**src/rtl/dna_hex_if.sv**
```systemverilog
// Byte stream carrying the ASCII DNA report: valid/ready handshake, one byte per transfer.
interface dna_hex_if;
    logic [7:0] tdata;
    logic       tvalid;
    logic       tready;

    modport master (
        output tdata,
        output tvalid,
        input  tready
    );

    modport slave (
        input  tdata,
        input  tvalid,
        output tready
    );
endinterface

```
**src/rtl/dna_hex_tx.sv**
```systemverilog
// Transmits a captured 57-bit device DNA as 15 uppercase hex ASCII digits over a byte stream.
// Optional CR/LF terminator enabled by defining DNA_HEX_CRLF_EN.
module dna_hex_tx #(
    parameter bit AUTO_SEND = 1'b1
) (
    input  logic              clk,
    input  logic              rst,
    input  logic [56:0]       id,
    input  logic              id_valid,
    input  logic              req,
    dna_hex_if.master         tx,
    output logic              busy,
    output logic              done
);

`ifdef DNA_HEX_CRLF_EN
    localparam int unsigned LEN = 17;
`else
    localparam int unsigned LEN = 15;
`endif
    localparam logic [4:0] LAST_IDX = 5'(LEN - 1);

    typedef enum logic [1:0] {
        ST_WAIT_ID = 2'd0,
        ST_IDLE    = 2'd1,
        ST_SEND    = 2'd2
    } state_t;

    state_t      state_r;
    logic [56:0] id_r;
    logic [56:0] snap_r;
    logic        id_valid_q_r;
    logic [4:0]  idx_r;
    logic [7:0]  tdata_r;
    logic        tvalid_r;
    logic        busy_r;
    logic        done_r;

    logic        id_edge_s;
    logic [56:0] start_src_s;
    logic        xfer_s;

    function automatic logic [7:0] hex_ascii(input logic [3:0] nib);
        if (nib < 4'd10) begin
            return 8'h30 + {4'h0, nib};
        end else begin
            return 8'h37 + {4'h0, nib};
        end
    endfunction

    // Byte i of the report: digits of {3'b000, v} MSD first, then the optional terminator.
    function automatic logic [7:0] report_byte(input logic [56:0] v, input logic [4:0] i);
        logic [59:0] w;
        logic [7:0]  amt;
        logic [7:0]  b;
        w   = {3'b000, v};
        amt = 8'd0;
        case (i)
            5'd15:   b = 8'h0D;
            5'd16:   b = 8'h0A;
            default: begin
                if (i < 5'd15) begin
                    amt = 8'd4 * (8'd14 - {3'b000, i});
                    b   = hex_ascii(4'(w >> amt));
                end else begin
                    b = 8'h00;
                end
            end
        endcase
        return b;
    endfunction

    assign id_edge_s   = id_valid & ~id_valid_q_r;
    // A fresh edge in the same cycle as a start wins over the previously held id.
    assign start_src_s = id_edge_s ? id : id_r;
    assign xfer_s      = tvalid_r & tx.tready;

    assign tx.tdata  = tdata_r;
    assign tx.tvalid = tvalid_r;
    assign busy      = busy_r;
    assign done      = done_r;

    // Report sequencer: id capture, start decisions and byte streaming with registered outputs.
    always_ff @(posedge clk) begin
        if (rst) begin
            state_r      <= ST_WAIT_ID;
            id_r         <= 57'd0;
            snap_r       <= 57'd0;
            id_valid_q_r <= 1'b0;
            idx_r        <= 5'd0;
            tdata_r      <= 8'h00;
            tvalid_r     <= 1'b0;
            busy_r       <= 1'b0;
            done_r       <= 1'b0;
        end else begin
            id_valid_q_r <= id_valid;
            done_r       <= 1'b0;
            if (id_edge_s) begin
                id_r <= id;
            end else begin
                id_r <= id_r;
            end

            case (state_r)
                ST_WAIT_ID: begin
                    if (id_edge_s && AUTO_SEND) begin
                        state_r  <= ST_SEND;
                        snap_r   <= start_src_s;
                        idx_r    <= 5'd0;
                        tdata_r  <= report_byte(start_src_s, 5'd0);
                        tvalid_r <= 1'b1;
                        busy_r   <= 1'b1;
                    end else if (id_edge_s) begin
                        state_r <= ST_IDLE;
                    end else begin
                        state_r <= ST_WAIT_ID;
                    end
                end

                ST_IDLE: begin
                    if (req) begin
                        state_r  <= ST_SEND;
                        snap_r   <= start_src_s;
                        idx_r    <= 5'd0;
                        tdata_r  <= report_byte(start_src_s, 5'd0);
                        tvalid_r <= 1'b1;
                        busy_r   <= 1'b1;
                    end else begin
                        state_r <= ST_IDLE;
                    end
                end

                ST_SEND: begin
                    // snap_r freezes the report so a new id edge only affects the next one.
                    if (xfer_s && (idx_r == LAST_IDX)) begin
                        state_r  <= ST_IDLE;
                        idx_r    <= 5'd0;
                        tdata_r  <= 8'h00;
                        tvalid_r <= 1'b0;
                        busy_r   <= 1'b0;
                        done_r   <= 1'b1;
                    end else if (xfer_s) begin
                        idx_r   <= idx_r + 5'd1;
                        tdata_r <= report_byte(snap_r, idx_r + 5'd1);
                    end else begin
                        idx_r   <= idx_r;
                        tdata_r <= tdata_r;
                    end
                end

                default: begin
                    state_r  <= ST_WAIT_ID;
                    idx_r    <= 5'd0;
                    tdata_r  <= 8'h00;
                    tvalid_r <= 1'b0;
                    busy_r   <= 1'b0;
                end
            endcase
        end
    end

endmodule
```
**src/flat_wrapper.sv**
```systemverilog
// flat-port wrapper written by rule: the top's interface ports become plain ports
module dna_hex_tx_flat 
#(
    parameter bit AUTO_SEND = 1'b1
)
  (clk, rst, id, id_valid, req, busy, done, tx_tdata, tx_tvalid, tx_tready);
  dna_hex_if tx_i ();
  input  logic clk;
  input  logic rst;
  input  logic [56:0] id;
  input  logic id_valid;
  input  logic req;
  output logic busy;
  output logic done;
  output wire logic [$bits(tx_i.tdata)-1:0] tx_tdata;
  output wire logic [$bits(tx_i.tvalid)-1:0] tx_tvalid;
  input wire logic [$bits(tx_i.tready)-1:0] tx_tready;
  assign tx_tdata = tx_i.tdata;
  assign tx_tvalid = tx_i.tvalid;
  assign tx_i.tready = tx_tready;
  dna_hex_tx #(.AUTO_SEND(AUTO_SEND)) u_core (.clk(clk), .rst(rst), .id(id), .id_valid(id_valid), .req(req), .tx(tx_i), .busy(busy), .done(done));
endmodule
```
**config.mk**
```make
export PLATFORM = sky130hd
export DESIGN_NAME = dna_hex_tx_flat
export DESIGN_NICKNAME = d
export VERILOG_FILES = /design/src/rtl/dna_hex_if.sv /design/src/rtl/dna_hex_tx.sv /design/src/flat_wrapper.sv
export SDC_FILE = /design/constraint.sdc
export NUM_CORES = 1
export LEC_CHECK = 0
export CORE_ASPECT_RATIO = 1.25
export CORE_MARGIN = 5
export CORE_UTILIZATION = 55
export CTS_CLUSTER_SIZE = 28
export DETAILED_ROUTE_END_ITERATION = 10
export PLACE_DENSITY = 0.76
export SYNTH_ARGS = -nofsm -noshare
export SYNTH_HDL_FRONTEND = slang
export SYNTH_SLANG_ARGS = --single-unit
```
**constraint.sdc**
```tcl
create_clock -name clk -period 4.6 [get_ports clk]
set_clock_uncertainty 0.1 [all_clocks]
set_input_delay 0.92 -clock clk [delete_from_list [all_inputs] [get_ports clk]]
set_output_delay 0.92 -clock clk [all_outputs]
set_load 0.005 [all_outputs]
```
==> qor.txt, run 1 <==
status: complete, no violations
Max Root-Sink Buffers: 2
CP bufs+invs: 2
period utilization: 0.792
Cell Count, Final, Fillers Out: 786
DP HPWL: 9080 um
total gr overflow: 0
number of port buffers: 71
Synth Register Bits: 131
crit path capture type: register
Die Area: 12,300 sq um
slowest CP cell: dfxtp_1
Arrival @ worst endpoint: 3.82 ns
Async SR Flop Fraction: 0
RSZ-0062 raised after global routing: no
Initial Utilization: 0.557
most frequent cells in the layout: nor2_1 (135), dfxtp_1 (131), clkdlybuf4s50_1 (70), mux2i_1 (66), a211oi_1 (61)
most common cell after layout, fill and taps aside: nor2_1
CTS tree: built
initial antenna violation count: 0
Req. time, crit path: 4.77 ns
# placed instances: 754
Crit Path Class: register to register
GRT Overall Usage: 0.224
Hold Violations, Final: 0
largest net degree at the start of global routing: 114
post-CTS resize count: 0
CP delay by family, top: compound AO/OA/AOI/OAI gates
WHS: 0.374 ns
CTS root buf: clkbuf_16
filler instances: 814
layout cell share with drive strength beyond 1: 0.0959
Syn-to-layout area delta: 25.1%
fin crit period: 3.64 ns
io pins: 73
Final #Nets: 711
Num CTS Buffers: 17
DRC viols: 0
drt total wl: 13,200 um
top_reg_cell synth: dfxtp_1
Power Dens Cells: 437 nW/um^2
Ys Warns: 0
Wirelength per Cell: 16.8 um
Worst-Margin Slew: 1.05 ns
Rel. slew slack: 0.300
Peak VDD IR: 0.260 mV
maxcap violations: 0
CTS HTree Levels: 4
Die Width: 100 um
Peak Freq: 275 MHz
Mapped Area: 5600 sq um
worst skew pair latency: 0.41 ns
Mapped Avg Cell Area: 9.45 sq um
area of the core: 10,100 sq um
chip height: 123 um
row cnt: 41
syn_nets: 660
1st-iter DRT viols: 210
final worst slack: 0.957 ns
Design Power: 3070 uW
Critical Path Max Stage Delay: 0.60 ns
dpl ws: 1.04 ns
clk slew on worst S/H paths: 0.06 ns
Post-CTS Setup Repair Bufs: 0
Startpoint Class: register
vias in the first global route: 4,362
first-pass GRT wire length: 21,700 um
vias: 4,495
Final Wtd Congestion: 0.848
Cells after Synth: 593
# diodes: 0
DRT Pass-1 Iters: 5
drt via density: 5.72
Final Max Tran Viols: 0
number of synthesized flops with an enable pin: 0
setup_tns: 0 ns
CP max FO: 9
Seq/Total Area, Yosys: 0.468
clock sink count: 131
antenna-violating nets left: 0
synth unique cells: 61
Hold Buf Count CTS: 0
Hold Path Class: register to register
critical-path cell list: inv_1, ha_1, nor3b_1, a22o_1, o21ai_0, a41oi_1, o211ai_2, a21oi_1, inv_1, ha_1, o221a_1, and4b_1, a211oi_1, o31ai_1
leak pwr: 0.00270 uW
final setup vio count: 0
-- stage by stage --
step	area [sq um]	utilization
floorplan	5600	-
global placement	6360	0.633
detailed placement	6360	0.633
CTS	7010	0.697
global route	7010	0.697
finish	7010	0.697
-- where the power goes --
| group | leakage, uW | switching [uW] | total [uW] | internal, uW |
|---|---|---|---|---|
| registers | 0.00108 | 41.9 | 1260 | 1210 |
| clock network | 0.000320 | 514 | 1480 | 971 |
| logic | 0.00130 | 168 | 326 | 158 |
-- cells in the mapped netlist (all sizes together), types with 2 or more instances --
library cell  number  area share
ha                 5       0.011
nor4               2      0.0022
xor2               3       0.011
mux4               8       0.032
nor2             136       0.092
nand3b             3      0.0040
inv                2      0.0013
mux2i             66        0.12
buf               12       0.010
a211o              3      0.0049
nand2             20       0.015
a41oi              3      0.0047
and3b              2      0.0031
nand2b             2      0.0022
nand3             11      0.0098
o22ai              2      0.0022
and3               5      0.0056
or2                2      0.0022
nor2b              3      0.0034
o21ai             11      0.0098
and2               3      0.0034
a211oi            61       0.082
dfxtp            131        0.47
clkbuf            35       0.023
o31ai              2      0.0027
or3                2      0.0022
nor3b              7       0.010
a21oi             21       0.019
nor3               5      0.0045
o211ai             3      0.0058
-- final timing paths --
kind	cells past startpoint	startpoint	endpoint	slack, ns
worst min-delay path	1	u_core.tx.tdata[6]$_SDFFE_PP0P_	u_core.tx.tdata[6]$_SDFFE_PP0P_	0.37
worst max-delay path	14	u_core.idx_r[0]$_SDFFE_PP0P_	u_core.tx.tdata[2]$_SDFFE_PP0P_	0.96
worst max register to register	14	u_core.idx_r[0]$_SDFFE_PP0P_	u_core.tx.tdata[2]$_SDFFE_PP0P_	0.96
worst min register to register	1	u_core.tx.tdata[6]$_SDFFE_PP0P_	u_core.tx.tdata[6]$_SDFFE_PP0P_	0.37
-- sequential cells by signal, indices dropped and copies added, names as in the netlist --
| signal | cells |
|---|---|
| u_core.done | 1 |
| u_core.id_r | 57 |
| u_core.id_valid_q_r | 1 |
| u_core.idx_r | 5 |
| u_core.snap_r | 57 |
| u_core.state_r | 2 |
| u_core.tx.tdata | 7 |
| u_core.tx.tvalid | 1 |
-- area by class of cell --
| class | instances | area (sq um) | area share |
|---|---|---|---|
| Tap cell | 129 | 161 | 0.0230 |
| Timing Repair Buffer | 79 | 768 | 0.110 |
| Sequential cell | 131 | 2620 | 0.374 |
| Clock inverter | 14 | 221 | 0.0316 |
| Multi-Input combinational cell | 413 | 2800 | 0.400 |
| Clock buffer | 18 | 429 | 0.0612 |
| Inverter | 2 | 7.51 | 0.00107 |
-- metal layers --
metal / routed length [um] / GRT usage
met5: 0 / 0
met4: 290 / 0.0826
met3: 569 / 0.0512
met2: 6670 / 0.380
met1: 5650 / 0.278
-- cell families (layout without fill, tap and decap cells) --
family | count (synthesis) | in the layout | share of synthesized area
simple gates | 207 | 207 | 0.165
flops | 131 | 131 | 0.468
compound gates | 122 | 122 | 0.156
mux | 74 | 74 | 0.150
buf+inv | 49 | 113 | 0.0353
fa+ha+maj | 5 | 5 | 0.0112
xor+xnor | 4 | 4 | 0.0130
other cells | 1 | 1 | 0.000669
Power figures use the tool's default switching activity.
==> run 2: changes to the inputs <==
CORE_UTILIZATION = 50   (was 55)
PLACE_DENSITY = 0.72   (was 0.76)
clock period = 3 ns   (was 4.6 ns; I/O delays follow)
==> run 2 against run 1 <==
  * Critical path depth stayed put
  * Cell count grew 3.6%
  * Total power rose by 51%
  * Combinational power is 64% higher
  * Design area up 4.2%
  * Worst hold slack got worse by 0.0099 ns
  * Sequential share of layout area shrank 1.4 points
  * First-iteration DRC count grew 21%
  * Via count grew 1.6%
==> qor.txt, run 2 (synthesis gave the netlist of run 1 again) <==
# diodes: 0 (unchanged)
Wirelength per Cell: 17.1 um (+1.9%)
maxcap violations: 0 (unchanged)
most frequent cells in the layout: nor2_1 (134), dfxtp_1 (130), clkdlybuf4s50_1 (70), mux2i_1 (66), a211oi_1 (60)
CTS HTree Levels: 4 (unchanged)
1st-iter DRT viols: 254 (+21%)
Final #Nets: 733 (+3.1%)
multi-input logic area: 2910 sq um (+3.8%)
period utilization: 0.994 (+0.202)
critical-path cell list: buf_4, ha_4, nor2_4, a211o_4, nand2_4, mux4_2, o211ai_2, a21oi_2, inv_1, ha_2, o221a_1, and4b_1, a211oi_1, o31ai_1
GRT Overall Usage: 0.211 (-0.0127)
CP max FO: 8 (-1)
chip height: 128 um (+4.5%)
Finished Core Util: 0.662 (-0.0351)
RSZ-0062 raised after global routing: yes
register area: 2630 sq um (+0.14%)
final instance area: 7300 sq um (+4.2%)
Num CTS Buffers: 17 (unchanged)
Hold Violations, Final: 0 (unchanged)
DRC viols: 0 (unchanged)
vias in the first global route: 4,560 (+4.5%)
Crit Path Class: register to register
row cnt: 43 (+4.9%)
Max Root-Sink Buffers: 2 (unchanged)
filler instances: 891 (+9.5%)
RR Startpoint: u_core.idx_r[1]$_SDFFE_PP0P_
largest net degree at the start of global routing: 84 (-26%)
clock sink count: 131 (unchanged)
Startpoint Class: register
leak pwr: 0.00284 uW (+5.0%)
Initial Utilization: 0.508 (-0.0492)
Syn-to-layout area delta: 30.4%
Cell Count, Final, Fillers Out: 814 (+3.6%)
fin crit period: 2.98 ns (-0.661 ns)
final setup vio count: 0 (unchanged)
Arrival @ worst endpoint: 3.21 ns (-0.61 ns)
most common cell after layout, fill and taps aside: nor2_1
Die Area: 13,400 sq um (+9.1%)
CTS root buf: clkbuf_16
Rel. slew slack: 0.641 (+0.341)
Power Dens Cells: 632 nW/um^2 (+45%)
# placed instances: 779 (+3.3%)
Die Width: 105 um (+4.4%)
Hold Buf Count CTS: 0 (unchanged)
number of port buffers: 71 (unchanged)
Worst-Margin Slew: 0.534 ns (-0.516 ns)
initial antenna violation count: 0 (unchanged)
vias: 4,568 (+1.6%)
io pins: 73 (unchanged)
Critical Path Source: u_core.idx_r[1]$_SDFFE_PP0P_
DRT Pass-1 Iters: 5 (unchanged)
Final Wtd Congestion: 0.884 (+4.2%)
drt total wl: 13,900 um (+5.5%)
Peak VDD IR: 0.464 mV (+78%)
total gr overflow: 0 (unchanged)
status: complete, no violations
HP Start: u_core.tx.tdata[3]$_SDFFE_PP0P_
CTS tree: built
antenna-violating nets left: 0 (unchanged)
Critical Path Max Stage Delay: 0.36 ns (-0.24 ns)
area of the core: 11,000 sq um (+9.7%)
layout cell share with drive strength beyond 1: 0.147 (+0.0514)
drt via density: 5.61 (-1.9%)
worst skew pair latency: 0.41 ns (about the same)
Req. time, crit path: 3.23 ns (-1.54 ns)
Hold Path Class: register to register
slowest CP cell: a211o_4
Final Max Tran Viols: 0 (unchanged)
DP HPWL: 9810 um (+8.0%)
Peak Freq: 335 MHz (+22%)
crit path capture type: register
first-pass GRT wire length: 22,800 um (+5.0%)
clk slew on worst S/H paths: 0.06 ns (about the same)
WHS: 0.364 ns (-0.00986 ns)
dpl cell area: 6590 sq um (+3.7%)
[run 2: cell types whose count changed in the layout (fill, tap and decap cells not counted), moves of 3 or more]
cell        previous run  this run
clkinvlp_4             0         3
ha_1                   5         1
buf_12                 0         3
buf_4                  9        27
[run 2: final cells by class]
class / count / share of cell area
clock buffers: 17 / 0.0582
clock inverters: 15 / 0.0266
inverters: 2 / 0.00103
multi-input cells: 413 / 0.398
flip-flops and latches: 131 / 0.360
well taps: 135 / 0.0231
repair buffers: 101 / 0.133
[run 2: worst paths after layout]
path                                           to  slack [ns]  cells after the start
setup / recovery  u_core.tx.tdata[2]$_SDFFE_PP0P_        0.02                     14
hold / removal    u_core.tx.tdata[3]$_SDFFE_PP0P_        0.36                      2
setup reg to reg  u_core.tx.tdata[2]$_SDFFE_PP0P_        0.02                     14
hold reg to reg   u_core.tx.tdata[3]$_SDFFE_PP0P_        0.36                      2
[run 2: what timing repair did]
action	4_1_cts	5_1_grt
setup endpoints to repair	1	2
gates resized for setup	2	7
pin swaps	4	1
hold endpoints to repair	0	0
setup buffers	3	0
cloned	0	0
[run 2: worst max-delay path, delay by kind of cell (launching register included)]
kind            cells  cell delay, ns
flops               1            0.33
buf+inv             2            0.24
compound gates      6            1.07
fa+ha+maj           2            0.49
simple gates        3            0.36
mux                 1            0.31
[run 2: power breakdown]
group | switching (uW) | internal, uW
registers | 66.6 | 1860
logic | 273 | 260
clock network | 829 | 1330
total | 1170 | 3450
[run 2: per-layer routing]
layer  track usage  vias to the layer above  share of wire
met5             0                        -              0
met4        0.0783                        0          0.024
met3        0.0532                       26          0.047
met2         0.371                      128           0.52
met1         0.251                     2150           0.41
li1              -                     2264              -
[run 2: per-stage QoR]
stage | worst slack (ns) | TNS, ns | total power (uW)
6_report | 0.0186 | 0 | 4620
5_1_grt | -0.159 | -0.159 | 4800
4_1_cts | 0.00584 | 0 | 4650
3_5_place_dp | -0.0333 | -0.0333 | 2490
3_3_place_gp | 0.0446 | 0 | 2470
2_1_floorplan | -0.130 | -0.130 | 2280
